[config.mk]
export PLATFORM = sky130hd
export DESIGN_NAME = input_debouncer
export DESIGN_NICKNAME = d
export VERILOG_FILES = /design/src/rtl/input_debouncer.sv
export SDC_FILE = /design/constraint.sdc
export NUM_CORES = 1
export LEC_CHECK = 0
export ABC_AREA = 1
export ABC_CLOCK_PERIOD_IN_PS = 1600
export BUFFER_PORTS_ARGS = -buffer_cell sky130_fd_sc_hd__buf_2
export CAP_MARGIN = 20
export CORE_AREA = 2 2 39 41
export DETAILED_ROUTE_END_ITERATION = 7
export DIE_AREA = 0 0 41 43
export REMOVE_ABC_BUFFERS = 1
export SLEW_MARGIN = 25
export SYNTH_ARGS = -nofsm -noshare
export SYNTH_HDL_FRONTEND = slang
export SYNTH_SLANG_ARGS = --single-unit
[constraint.sdc]
create_clock -name clk -period 1.6 [get_ports clk]
set_input_delay 0 -clock clk [delete_from_list [all_inputs] [get_ports clk]]
set_output_delay 0 -clock clk [all_outputs]
set_load 0.005 [all_outputs]
[src/rtl/input_debouncer.sv]
// Two-flop-style synchronizer followed by a four-state debounce FSM with registered level and edge strobes.
// Optional aborted-transition counter on glitch_cnt, enabled by defining DEBOUNCE_GLITCH_CNT_EN.
module input_debouncer #(
  parameter int SYNC_STAGES     = 2,
  parameter int DEBOUNCE_CYCLES = 4,
  parameter int CNT_W           = 8
) (
  input  logic             clk,
  input  logic             rst,
  input  logic             raw_in,
  output logic             a_out,
  output logic             rise,
  output logic             fall
`ifdef DEBOUNCE_GLITCH_CNT_EN
  ,
  output logic [CNT_W-1:0] glitch_cnt
`endif
);

  localparam int CW = $clog2(DEBOUNCE_CYCLES) + 1;
  localparam logic [CW-1:0] CNT_LAST = CW'(DEBOUNCE_CYCLES - 1);

  if (SYNC_STAGES < 2)     begin : g_bad_sync  $error("SYNC_STAGES must be >= 2");     end
  if (DEBOUNCE_CYCLES < 2) begin : g_bad_deb   $error("DEBOUNCE_CYCLES must be >= 2"); end
  if (CNT_W < 1)           begin : g_bad_cnt_w $error("CNT_W must be >= 1");           end

  typedef enum logic [1:0] {LOW, CHK_HI, HIGH, CHK_LO} state_t;

  logic [SYNC_STAGES-1:0] sync_q;
  logic                   s;
  state_t                 state_q, state_d;
  logic [CW-1:0]          cnt_q, cnt_d;
  logic                   a_d, rise_d, fall_d;

  // NOTE: sequential state uses non-blocking assignments so every flop samples pre-edge values.
  always_ff @(posedge clk or posedge rst) begin
    if (rst) sync_q <= '0;
    else     sync_q <= {sync_q[SYNC_STAGES-2:0], raw_in};
  end

  assign s = sync_q[SYNC_STAGES-1];

  always_ff @(posedge clk or posedge rst) begin
    if (rst) begin
      state_q <= LOW;
      cnt_q   <= '0;
      a_out   <= 1'b0;
      rise    <= 1'b0;
      fall    <= 1'b0;
    end else begin
      state_q <= state_d;
      cnt_q   <= cnt_d;
      a_out   <= a_d;
      rise    <= rise_d;
      fall    <= fall_d;
    end
  end

  // NOTE: every output of this block gets a default first, so no path can infer a latch.
  always_comb begin
    state_d = state_q;
    cnt_d   = cnt_q;
    a_d     = a_out;
    rise_d  = 1'b0;
    fall_d  = 1'b0;
    unique case (state_q)
      LOW: begin
        if (s) begin
          state_d = CHK_HI;
          cnt_d   = CW'(1);
        end
      end
      CHK_HI: begin
        if (!s) begin
          state_d = LOW;
        end else if (cnt_q == CNT_LAST) begin
          state_d = HIGH;
          a_d     = 1'b1;
          rise_d  = 1'b1;
        end else begin
          cnt_d = cnt_q + CW'(1);
        end
      end
      HIGH: begin
        if (!s) begin
          state_d = CHK_LO;
          cnt_d   = CW'(1);
        end
      end
      CHK_LO: begin
        if (s) begin
          state_d = HIGH;
        end else if (cnt_q == CNT_LAST) begin
          state_d = LOW;
          a_d     = 1'b0;
          fall_d  = 1'b1;
        end else begin
          cnt_d = cnt_q + CW'(1);
        end
      end
      default: state_d = LOW;
    endcase
  end

`ifdef DEBOUNCE_GLITCH_CNT_EN
  // A glitch is a check state falling back to the level it started from.
  logic glitch;
  assign glitch = ((state_q == CHK_HI) && !s) || ((state_q == CHK_LO) && s);

  always_ff @(posedge clk or posedge rst) begin
    if (rst)                             glitch_cnt <= '0;
    else if (glitch && (glitch_cnt != '1)) glitch_cnt <= glitch_cnt + CNT_W'(1);
  end
`endif

endmodule

==> results of run 1 <==
[worst max-delay path by stage]
stage / slack (ps) / end / cells past startpoint / start
after floorplan: 420 / cnt_q[0] / 6 / cnt_q[0]
after global placement: 370 / cnt_q[0] / 6 / cnt_q[0]
after detailed placement: 320 / cnt_q[2] / 6 / cnt_q[0]
after CTS: 300 / cnt_q[2] / 6 / cnt_q[0]
after global routing: 250 / cnt_q[2] / 6 / cnt_q[0]
final: 320 / cnt_q[2] / 6 / cnt_q[0]
[worst max-delay path, stage by stage, from the launching register on]
cell and delay (ps):
dfrtp_1 400, ha_1 230, ha_1 190, nand2_2 120, nand3_2 120, nand2_1 70
nand2_1 50
[flip-flops by register name (all words and copies together) (netlist names), named ones only]
name / count
a_out: 1
cnt_q: 3
fall: 1
rise: 1
state_q: 1
sync_q: 2
[layout make-up]
class / instances / area [um2] / area share [%]
multi-input combinational: 31 / 168 / 31.5
timing repair buffer: 7 / 45.0 / 8.47
inverter: 7 / 26.3 / 4.94
sequential: 10 / 250 / 47.1
tap: 16 / 20.0 / 3.76
clock buffer: 3 / 22.5 / 4.24
[through the flow]
| step | util (%) | cells | total power [mW] |
|---|---|---|---|
| global route | 38.4 | 74 | 0.892 |
| global placement | 35.4 | 69 | 0.642 |
| finish | 38.4 | 74 | 0.817 |
| floorplan | - | 48 | 0.582 |
| detailed placement | 35.4 | 69 | 0.649 |
| CTS | 38.4 | 74 | 0.828 |
[cells by family (layout without fill, tap and decap cells)]
group / Yosys count / in the layout / share of synthesized area (%)
AO/OA/AOI/OAI: 3 / 3 / 3.38
adder cells (fa/ha/maj): 3 / 3 / 8.45
buffers and inverters: 7 / 17 / 5.92
flip-flops: 10 / 10 / 56.3
AND/OR/NAND/NOR: 25 / 25 / 25.9
[per-layer routing]
layer | global-route usage, % | vias to the layer above | wire length [um]
met5 | 0 | - | 0
met4 | 12.0 | 0 | 37
met3 | 3.14 | 4 | 33
met2 | 14.4 | 8 | 310
met1 | 14.6 | 141 | 346
li1 | - | 171 | -
[repair_timing]
item	in CTS	in global routing
gates resized for setup	0	0
endpoints found under the hold margin	11	0
hold buffers	2	0
[layout by cell type, fill, tap and decap left out]
master         synthesis  layout
ha_1                   3       3
inv_2                  2       2
nand3_1                4       4
nand2_1               13      13
dfrtp_1               10      10
dlygate4sd3_1          0       2
buf_2                  0       5
nand2_2                4       4
nand3_2                1       1
clkbuf_4               0       3
a21oi_1                1       1
nor2_1                 3       3
inv_1                  5       5
o21ai_0                2       2
[power by group]
group,internal (mW),total (mW),switching (mW)
Clock,0.0869,0.173,0.0861
Sequential,0.327,0.388,0.0616
Combinational,0.108,0.256,0.148
==> out/results.txt, run 1 <==
The run finished with clean final reports. The initial antenna violation count is 0, and the share of synthesized area occupied by flip-flops and latches is 56.3%. The filler cell count is 152.

Across every metal layer, demand over resource in global routing totals 11.6%. For the final routed database, the setup TNS stands at 0 ps. For the worst setup path, the data arrival time is 1440 ps.

The tools report the area inside the core boundary as 0.00138 mm2. Derived from the worst setup path, the maximum achievable clock frequency is 780 MHz. The routed length per placed instance was 9.82 um; the die width was 41 um.

By count the netlist is led by 13 x nand2_1, 10 x dfrtp_1, 5 x inv_1. In this run the register-to-register setup slack is 320 ps. Averaged over all synthesized cells, the footprint is 9.25 um2.

The finished cells cover 532 um2. For this run, the detailed router's first-pass iteration total came to 2. For this run, the number of Yosys warnings is 0. The logs give 32.1% for the starting utilization of the core area and 6 for the number of placed I/O pins. The leakage component of the power came out at 0.298 nW. The number of DRC violations after detailed-routing iteration 0 is 3.

Sorting the synthesized cells by area gives the leading types as dfrtp_1 56%, nand2_1 11%, ha_1 8.5%, nand2_2 5.6%, nand3_1 4.5%. In this run the post-CTS setup repair buffer count came out at 0. Global routing finished with a remaining overflow of 0. The critical path required time is 1750 ps, and the number of cells produced by synthesis is 48.

The count of H-tree levels built during CTS came out at 1. Once detail routing completed, the nets flagged for antenna violations numbered 0. Setup violations remaining at the end of the flow were counted as 0. Summing every instance area after synthesis gives 444 um2. The number of vias per cell after detailed routing is 4.38, and the number of global-route vias before repair is 301. The signed area change from the synthesized netlist to the final layout is 19.7%. Clock-pin slew was measured on the worst setup and hold paths at 70 ps. In the finished design, the share of the clock period the worst path needs comes to 80.1%. Across all layers, the routed design uses 324 vias.

The routed design has 727 um of wire. The clock drives 10 sinks. The startpoint type of the worst setup path is a flip-flop.

dfrtp_1 takes more of the synthesized area than any other cell. The number of antenna cells inserted was 0. Of the post-synthesis cell area, the dominant cell type holds 56.3%. After layout, the worst setup slack is 318 ps. The final period demand of the worst path works out to 1280 ps. The tools report the launch point of the worst reg-to-reg path as cnt_q[0]. The final setup skew is 2.66 ps.

The tools report the first-pass GRT wire length as 1260 um. Library cell with the highest instance count after synthesis: nand2_1. At the end of the flow, the number of nets in the layout was 66.

The cell area after placement came out at 489 um2. The depth of the worst register-to-register path came out at 6. Worst flop-to-flop path endpoint: cnt_q[2].

The number of distinct library cells after synthesis was 11. For this design the ratio of total power to cell area is 1540 mW/mm2. Flip-flop and latch count after synthesis: 10. The tree is rooted in a clkbuf_4. The number of hold violations in the final report is 0. At the later pin of the worst-skew pair, clock insertion delay measures 260 ps. Routability-driven placement finished with a final weighted congestion of 0.836. The worst slack at placement came out at 321 ps.

Headroom to the max-slew limit: 74.7%. Setup repair after global routing left no endpoint under its margin. The number of synthesized flops with an enable pin was 0. STA classifies the critical path endpoint as a flip-flop. The initialized floorplan defines 14 standard-cell rows. Counting flops with an async set or reset pin after synthesis yields a share of 100%.

Entering global routing, the biggest net connects 11 pins. VDD sags by at most 463 uV. Hold timing on the final database bottoms out at a slack of 245 ps. In the routed design, unresolved DRC markers number 0.

Across the run, the number of max-cap violations was 0. Of all nets on the critical path, the largest fanout is 6. At the pin with the least slew margin, the transition time is 379 ps. The final count of pins violating max slew was 0; the die span in y was 43 um.

The die covers 0.00176 mm2. Count of buffers inserted at the top-level ports: 5. TritonCTS built the clock tree. The fraction of final layout cells sized beyond drive strength 1 was 25.9%.

The critical path in this run is classified as reg2reg. The leading register cell type out of synthesis was dfrtp_1. The class of the most critical hold timing path was in2async. No sink is reached through more buffers than the 2 on the longest clock path. Counting the buffers created by CTS gives 3. Summed over all nets, the half-perimeter wirelength after detailed placement is 520 um.
Power figures use the tool's default switching activity.
==> run 2: changes to the inputs <==
--- a/config.mk
+++ b/config.mk
@@ -5,8 +5,8 @@
 export SDC_FILE = /design/constraint.sdc
 export NUM_CORES = 1
 export LEC_CHECK = 0
-export ABC_AREA = 1
-export ABC_CLOCK_PERIOD_IN_PS = 1600
+export ABC_AREA = 0
+export ABC_CLOCK_PERIOD_IN_PS = 1300
 export BUFFER_PORTS_ARGS = -buffer_cell sky130_fd_sc_hd__buf_2
 export CAP_MARGIN = 20
 export CORE_AREA = 2 2 39 41
==> constraint.sdc (replaced) <==
create_clock -name clk -period 1.3 [get_ports clk]
set_input_delay 0 -clock clk [delete_from_list [all_inputs] [get_ports clk]]
set_output_delay 0 -clock clk [all_outputs]
set_load 0.005 [all_outputs]
==> out/results.txt, run 2 <==
Each instance of the synthesized netlist takes up on average 12.8 um2. Dividing total power by cell area gives a power density of 1980 mW/mm2. The final period demand of the worst path came out at 1260 ps.

Commonest non-fill, non-tap cell in the layout: dfrtp_1. Based on the critical path, the design can be clocked at up to 791 MHz. The kind of cell with the highest combined delay on the critical path is flip-flops. The critical path's slowest cell is dfrtp_1. Clock latency on the worst-skew pair: 250 ps. After synthesis, the cell types taking the most area are dfrtp_1 61%, ha_1 9.2%, a22o_2 4.9%, a21oi_1 3.7%, nor3b_1 3.7%. The run gives 0.286 nW as the leakage component of the power. The flow ran to the end, and the final reports show no timing, DRC or antenna violations. The logs give 181 um2 for the footprint of the multi-input gates and 1160 uV for the largest vdd supply drop. The sequential cells in the finished layout cover a total of 250 um2. Sequential cells were found to cover 61.2% of the synthesized design area. The worst setup path is captured at a flip-flop. The first routing iteration left 3 violations. By count the netlist is led by 10 x dfrtp_1, 3 x a21oi_1, 3 x ha_1, 3 x inv_1, 3 x nand2_1.

The floorplan step defined a core boundary enclosing 0.00138 mm2. The first-pass GRT wire length was 1140 um; the proportion of netlist area held by the largest area contributor was 61.2%. The cell area after placement came out at 499 um2. No sink is reached through more buffers than the 2 on the longest clock path. Excluding fillers, the count of instances in the completed layout stands at 65.

The HPWL after detailed placement is 459 um. On the worst path, the slowest cell contributes a delay of 390 ps. The startpoint type of the worst setup path was a flip-flop.

After clock tree synthesis, the clock-pin slew on the worst setup and hold paths is 60 ps. The finished cells cover 583 um2. The tools report the number of global-route vias before repair as 275. The highest net fanout along the worst path was 3. Dividing the detail-routed wire length by the instance count gives 10.0 um. Leaving out fill and tap cells, the most frequent cells in the layout are 10 x dfrtp_1, 7 x buf_4, 5 x buf_2. The initial antenna violation count was 0; the die span in y was 43 um. The flip-flop and latch count after synthesis came out at 10.

In the post-synthesis netlist, the cell with the most instances is dfrtp_1. The run gives 0 as the remaining antenna violation count. The post-route netlist has 49.0% of its cells at a drive strength greater than 1. The headroom to the max-slew limit is 75.3%. The run gives 13 as the number of distinct library cells after synthesis.

The leading register cell type out of synthesis was dfrtp_1. The largest registers in the layout are cnt_q (3), sync_q (2). The number of synthesized flops with an enable pin works out to 0. The tree is rooted in a clkbuf_4. The worst flop-to-flop path endpoint is cnt_q[2]. TritonCTS built the clock tree. The first detailed-routing pass took 2 iterations. Of all flip-flops after synthesis, the portion carrying an async set or reset was 100%. The number of vias per cell after detailed routing was 4.35.

The critical path contains buffers and inverters numbering 0 combined. The floorplan has 14 rows. The initial utilization of the core area, before any placement, comes to 29.6%. For the final count of pins violating max slew, the log shows 0.

Counting tap cells, the placed design contains a total of 59 instances. The number of antenna cells inserted is 0, and the die width is 41 um. Dominant cell type by count on the critical path: ha_4. The tools report the launch point of the worst reg-to-reg path as cnt_q[1]. Summing over every cut layer, the via total after detailed routing is 283.

Worst setup path category: reg2reg. The number of violations of the max-capacitance limit was 0; the count of H-tree levels built during CTS was 1. Die area: 0.00176 mm2.

dfrtp_1 takes more of the synthesized area than any other cell. The critical path required time was 1440 ps. Data arrives at the worst endpoint at 1400 ps.

Input and output buffers added on the ports amount to 5. The transition time at the pin with the least slew margin came out at 370 ps. The run gives 3 as the CTS buffer count. Clock tree synthesis found a total of 10 sinks. The depth of the worst register-to-register path was 4.

The share of the cycle needed by the critical path after routing works out to 97.3%. The number of hold violations in the final report was 0. The routed design has 653 um of wire.

The cell count after synthesis came out at 32. The setup violation total in the final timing report is 0. After detailed routing, the number of remaining DRC violations is 0. For the remaining global-route overflow, the log shows 0.

The logs give 0 for the number of warning messages in the yosys log and 7.18 ps for the final setup skew. The area growth from synthesis to layout is 42.5%. Entering global routing, the biggest net connects 11 pins. The congestion estimate from routability-driven global placement came to 0.746.

The register with the most flip-flops in the layout has 3 of them. Traced cell by cell, the critical path runs through ha_4 > ha_4 > and3b_2 > a22o_2. Global routing used 10.1% of the available tracks. Across all hold checks on the routed design, the worst slack comes to 252 ps. The logs give 57 for the post-layout net count and 6 for the number of placed I/O pins.

Counting the fill cells in the layout gives 141. Ranked by flip-flop count, first place goes to cnt_q. In this run the cell area of the synthesized design comes to 409 um2. Class of the most critical hold timing path: in2async. The tools report the register-to-register path setup slack as 40 ps.
run 2: changes by cell type in the layout (fill, tap and decap cells not counted), moves of 3 or more:
cell,before,now
nand2_2,4,1
ha_1,3,0
nor2_1,3,0
nand3_1,4,0
buf_4,0,7
nand2_1,13,2
run 2: through the flow:
step | TNS [ps] | power (mW) | setup slack (ps) | utilization [%]
2_1_floorplan | 0 | 0.697 | 0.810 | -
3_3_place_gp | -22.2 | 0.868 | -22.2 | 36.1
3_5_place_dp | -58.4 | 0.867 | -58.4 | 36.1
4_1_cts | 0 | 1.10 | 5.54 | 39.6
5_1_grt | -1.01 | 1.26 | -1.01 | 42.1
6_report | 0 | 1.15 | 35.4 | 42.1
run 2: cells by family after synthesis:
family,synth area share (%)
mux,2.75
fa+ha+maj,9.18
xor+xnor,2.14
buf+inv,2.75
compound gates,11.3
simple gates,10.7
flops,61.2
run 2: tightest hold or removal path: stages:
cell and delay, ps:
dlygate4sd3_1 530, buf_2 120, inv_1 280
run 2: metal layers:
layer / up-vias / routed length (um) / track usage (%)
met5: - / 0 / 0
met4: 0 / 0 / 2.00
met3: 0 / 39 / 7.85
met2: 7 / 331 / 14.7
met1: 130 / 282 / 11.4
li1: 146 / - / -
run 2: final cells by class:
class                           count  area share (%)
Timing Repair Buffer               14            16.7
Clock buffer                        3            3.86
Multi-Input combinational cell     19            31.1
Tap cell                           16            3.43
Sequential cell                    10            42.9
Inverter                            3            1.93
run 2: repair_timing:
item	4_1_cts	5_1_grt
resized for setup	2	5
setup endpoints to repair	1	4
buffers inserted	0	1
hold endpoints to repair	11	0
hold buffers	2	0
pin swaps	1	1
run 2: worst max-delay path by stage:
stage	start	endpoint	slack (ps)	cells past startpoint
4_1_cts	cnt_q[0]	flip-flop	6	4
3_3_place_gp	cnt_q[0]	flip-flop	-20	4
2_1_floorplan	cnt_q[0]	flip-flop	0.8	4
5_1_grt	cnt_q[1]	cnt_q[1]	-1	4
6_report	cnt_q[1]	cnt_q[2]	40	4
3_5_place_dp	cnt_q[0]	flip-flop	-60	4
run 2: power breakdown:
part | total [mW] | switching, mW | internal, mW | leakage (nW)
clock | 0.194 | 0.0882 | 0.106 | 0.0138
combinational | 0.496 | 0.201 | 0.295 | 0.146
sequential | 0.462 | 0.0642 | 0.398 | 0.126
total | 1.15 | 0.354 | 0.799 | 0.286
==> run 3: changes to the inputs <==
--- a/config.mk
+++ b/config.mk
@@ -6,13 +6,14 @@
 export NUM_CORES = 1
 export LEC_CHECK = 0
 export ABC_AREA = 0
-export ABC_CLOCK_PERIOD_IN_PS = 1300
+export ABC_CLOCK_PERIOD_IN_PS = 1600
 export BUFFER_PORTS_ARGS = -buffer_cell sky130_fd_sc_hd__buf_2
-export CAP_MARGIN = 20
+export CAP_MARGIN = 10
 export CORE_AREA = 2 2 39 41
 export DETAILED_ROUTE_END_ITERATION = 7
 export DIE_AREA = 0 0 41 43
 export REMOVE_ABC_BUFFERS = 1
+export SETUP_SLACK_MARGIN = 0.15
 export SLEW_MARGIN = 25
 export SYNTH_ARGS = -nofsm -noshare
 export SYNTH_HDL_FRONTEND = slang
==> constraint.sdc (replaced) <==
create_clock -name clk -period 1.6 [get_ports clk]
set_input_delay 0 -clock clk [delete_from_list [all_inputs] [get_ports clk]]
set_output_delay 0 -clock clk [all_outputs]
set_load 0.005 [all_outputs]
==> out/results.txt, run 3 (synthesis gave the netlist of run 2 again) <==
The count of H-tree levels built during CTS was 1. The longest clock path from root to sink contains 2 buffers. The remaining global-route overflow is 0. Setup repair after global routing left no endpoint under its margin.

The class of the most critical hold timing path is in2async. The final count of pins violating max slew was 0. The smallest clock period supported by the final layout is computed as 1370 ps.

0 antenna diodes ended up in the layout. Data on the critical path is required at its endpoint by 1760 ps. Ranked by flip-flop count, first place goes to cnt_q.

The number of vias per cell after detailed routing was 4.56. The pin count of the biggest net entering global routing is 11. The count of nets left with antenna violations once routing finished came out at 0. The CTS buffer count was 3; the number of DRC violations after detailed-routing iteration 0 was 4.

The final layout contains 50 nets. For the final routed database, the setup TNS stands at 0 ps. Dividing the detail-routed wire length by the instance count gives 10.9 um.

The number of rows created at floorplan is 14, and the clock latency on the worst-skew pair is 270 ps. Summed over all layers, the routed wires come to 641 um. The die covers 0.00176 mm2. The initial antenna violation count came out at 0.

After floorplanning, the core was sized to cover 0.00138 mm2. The total clock sinks is 10, and the overall via count from detail_route is 269. TritonCTS built the clock tree. The analysis attributes to cell leakage a power of 0.254 nW. After filler insertion, the fill cell instance count of the layout stands at 142. The run gives 1530 ps as the arrival time reported for the critical path endpoint. The first global-routing pass estimated 1100 um of wire.

The register-to-register path setup slack was 230 ps; the total power divided by cell area was 1680 mW/mm2. The tools report the launch point of the worst reg-to-reg path as cnt_q[0]. Measured along the y axis, the die boundary spans 43 um.

Across every metal layer, demand over resource in global routing totals 9.72%. Setup violations remaining at the end of the flow were counted as 0. The setup path with the least slack is of type reg2reg. Timing analysis after detailed placement gives a worst setup slack of 237 ps.

Once detailed placement completed, the half-perimeter wirelength came to 449 um. The count of buffers added on input and output ports is 5. The number of placed I/O pins is 6. The logs give 4.97 ps for the final setup skew and 728 uV for the largest vdd supply drop. The footprint of the multi-input gates is 148 um2. The number of setup buffers added after CTS is 0. Along the worst path, the maximum fanout reaches 3. In the layout the commonest cells are 10 x dfrtp_1, 5 x buf_2. The register area was 250 um2; the share of the cycle needed by the critical path after routing was 85.6%.

The worst register-to-register path has a depth of 4. For the pin with the worst max-slew slack, the measured transition is 376 ps. The tree is rooted in a clkbuf_4. The headroom to the max-slew limit was 74.9%. Relative to the synthesized area, the layout overhead comes to 24.8%. Final worst-path setup slack: 231 ps. In this run the horizontal extent of the chip is 41 um. Timing would allow up to 730 MHz. Clock-pin slew on the worst setup and hold paths: 70 ps.

STA classifies the critical path endpoint as a flip-flop. Number of hold violations in the final report: 0. The first detailed-routing pass took 2 iterations. Cells with a size suffix above 1 make up 32.6% of the layout. The largest registers in the layout are cnt_q (3), sync_q (2).

For the number of global-route vias before repair, the log shows 269. The run finished with clean final reports. In the routed design, unresolved DRC markers number 0. The commonest non-fill, non-tap cell in the layout was dfrtp_1. The worst setup path is launched from a flip-flop.

The congestion estimate from routability-driven global placement came to 0.708. The register with the most flip-flops in the layout has 3 of them. For this configuration, the core starts out at a cell density of 29.6%.

The run gives 0 as the number of violations of the max-capacitance limit.
-- run 3: worst max-delay path, cell delays in order, from the launching register on --
cell and delay (ps):
dfrtp_1 400, ha_1 220, ha_1 200, nand2_1 100
mux2_2 340
-- run 3: timing repair --
item	in CTS	in global routing
hold buffers	2	0
endpoints found under the hold margin	11	0
resized for setup	0	0
-- run 3: per-layer routing --
| layer | up-vias | track usage (%) | share of wire (%) |
|---|---|---|---|
| li1 | 131 | - | - |
| met1 | 128 | 11.6 | 49 |
| met2 | 8 | 13.4 | 40 |
| met3 | 2 | 7.85 | 9.2 |
| met4 | 0 | 2.00 | 1.7 |
| met5 | - | 0 | 0 |
-- run 3: area by class of cell --
cell class              instances  share of cell area (%)
repair buffers                  7                    8.82
flip-flops and latches         10                    49.0
well taps                      16                    3.92
inverters                       3                    2.21
clock buffers                   4                    7.11
multi-input cells              19                    28.9
-- run 3: how the worst max path moves through the flow --
stage / from / end / slack [ps] / cells after the start
floorplan: cnt_q[0] / flip-flop / 300 / 4
global placement: cnt_q[0] / flip-flop / 250 / 4
detailed placement: cnt_q[0] / flip-flop / 240 / 4
CTS: cnt_q[0] / flip-flop / 230 / 4
global route: cnt_q[0] / cnt_q[1] / 150 / 5
finish: cnt_q[0] / flip-flop / 230 / 4
-- run 3: stage by stage --
step | power, mW | util [%] | cell area (um2) | cells | hold WS [ps]
finish | 0.859 | 36.9 | 510 | 59 | 240
global route | 0.930 | 36.9 | 510 | 59 | 300
CTS | 0.868 | 36.9 | 510 | 59 | 255
detailed placement | 0.630 | 32.8 | 454 | 53 | -0.772
global placement | 0.624 | 32.8 | 454 | 53 | -7.93
floorplan | 0.566 | - | 409 | 32 | -160
-- run 3: report_power, final --
group          switching [mW]  internal, mW
Sequential             0.0545         0.323
Clock                  0.0939         0.138
Combinational           0.119         0.131
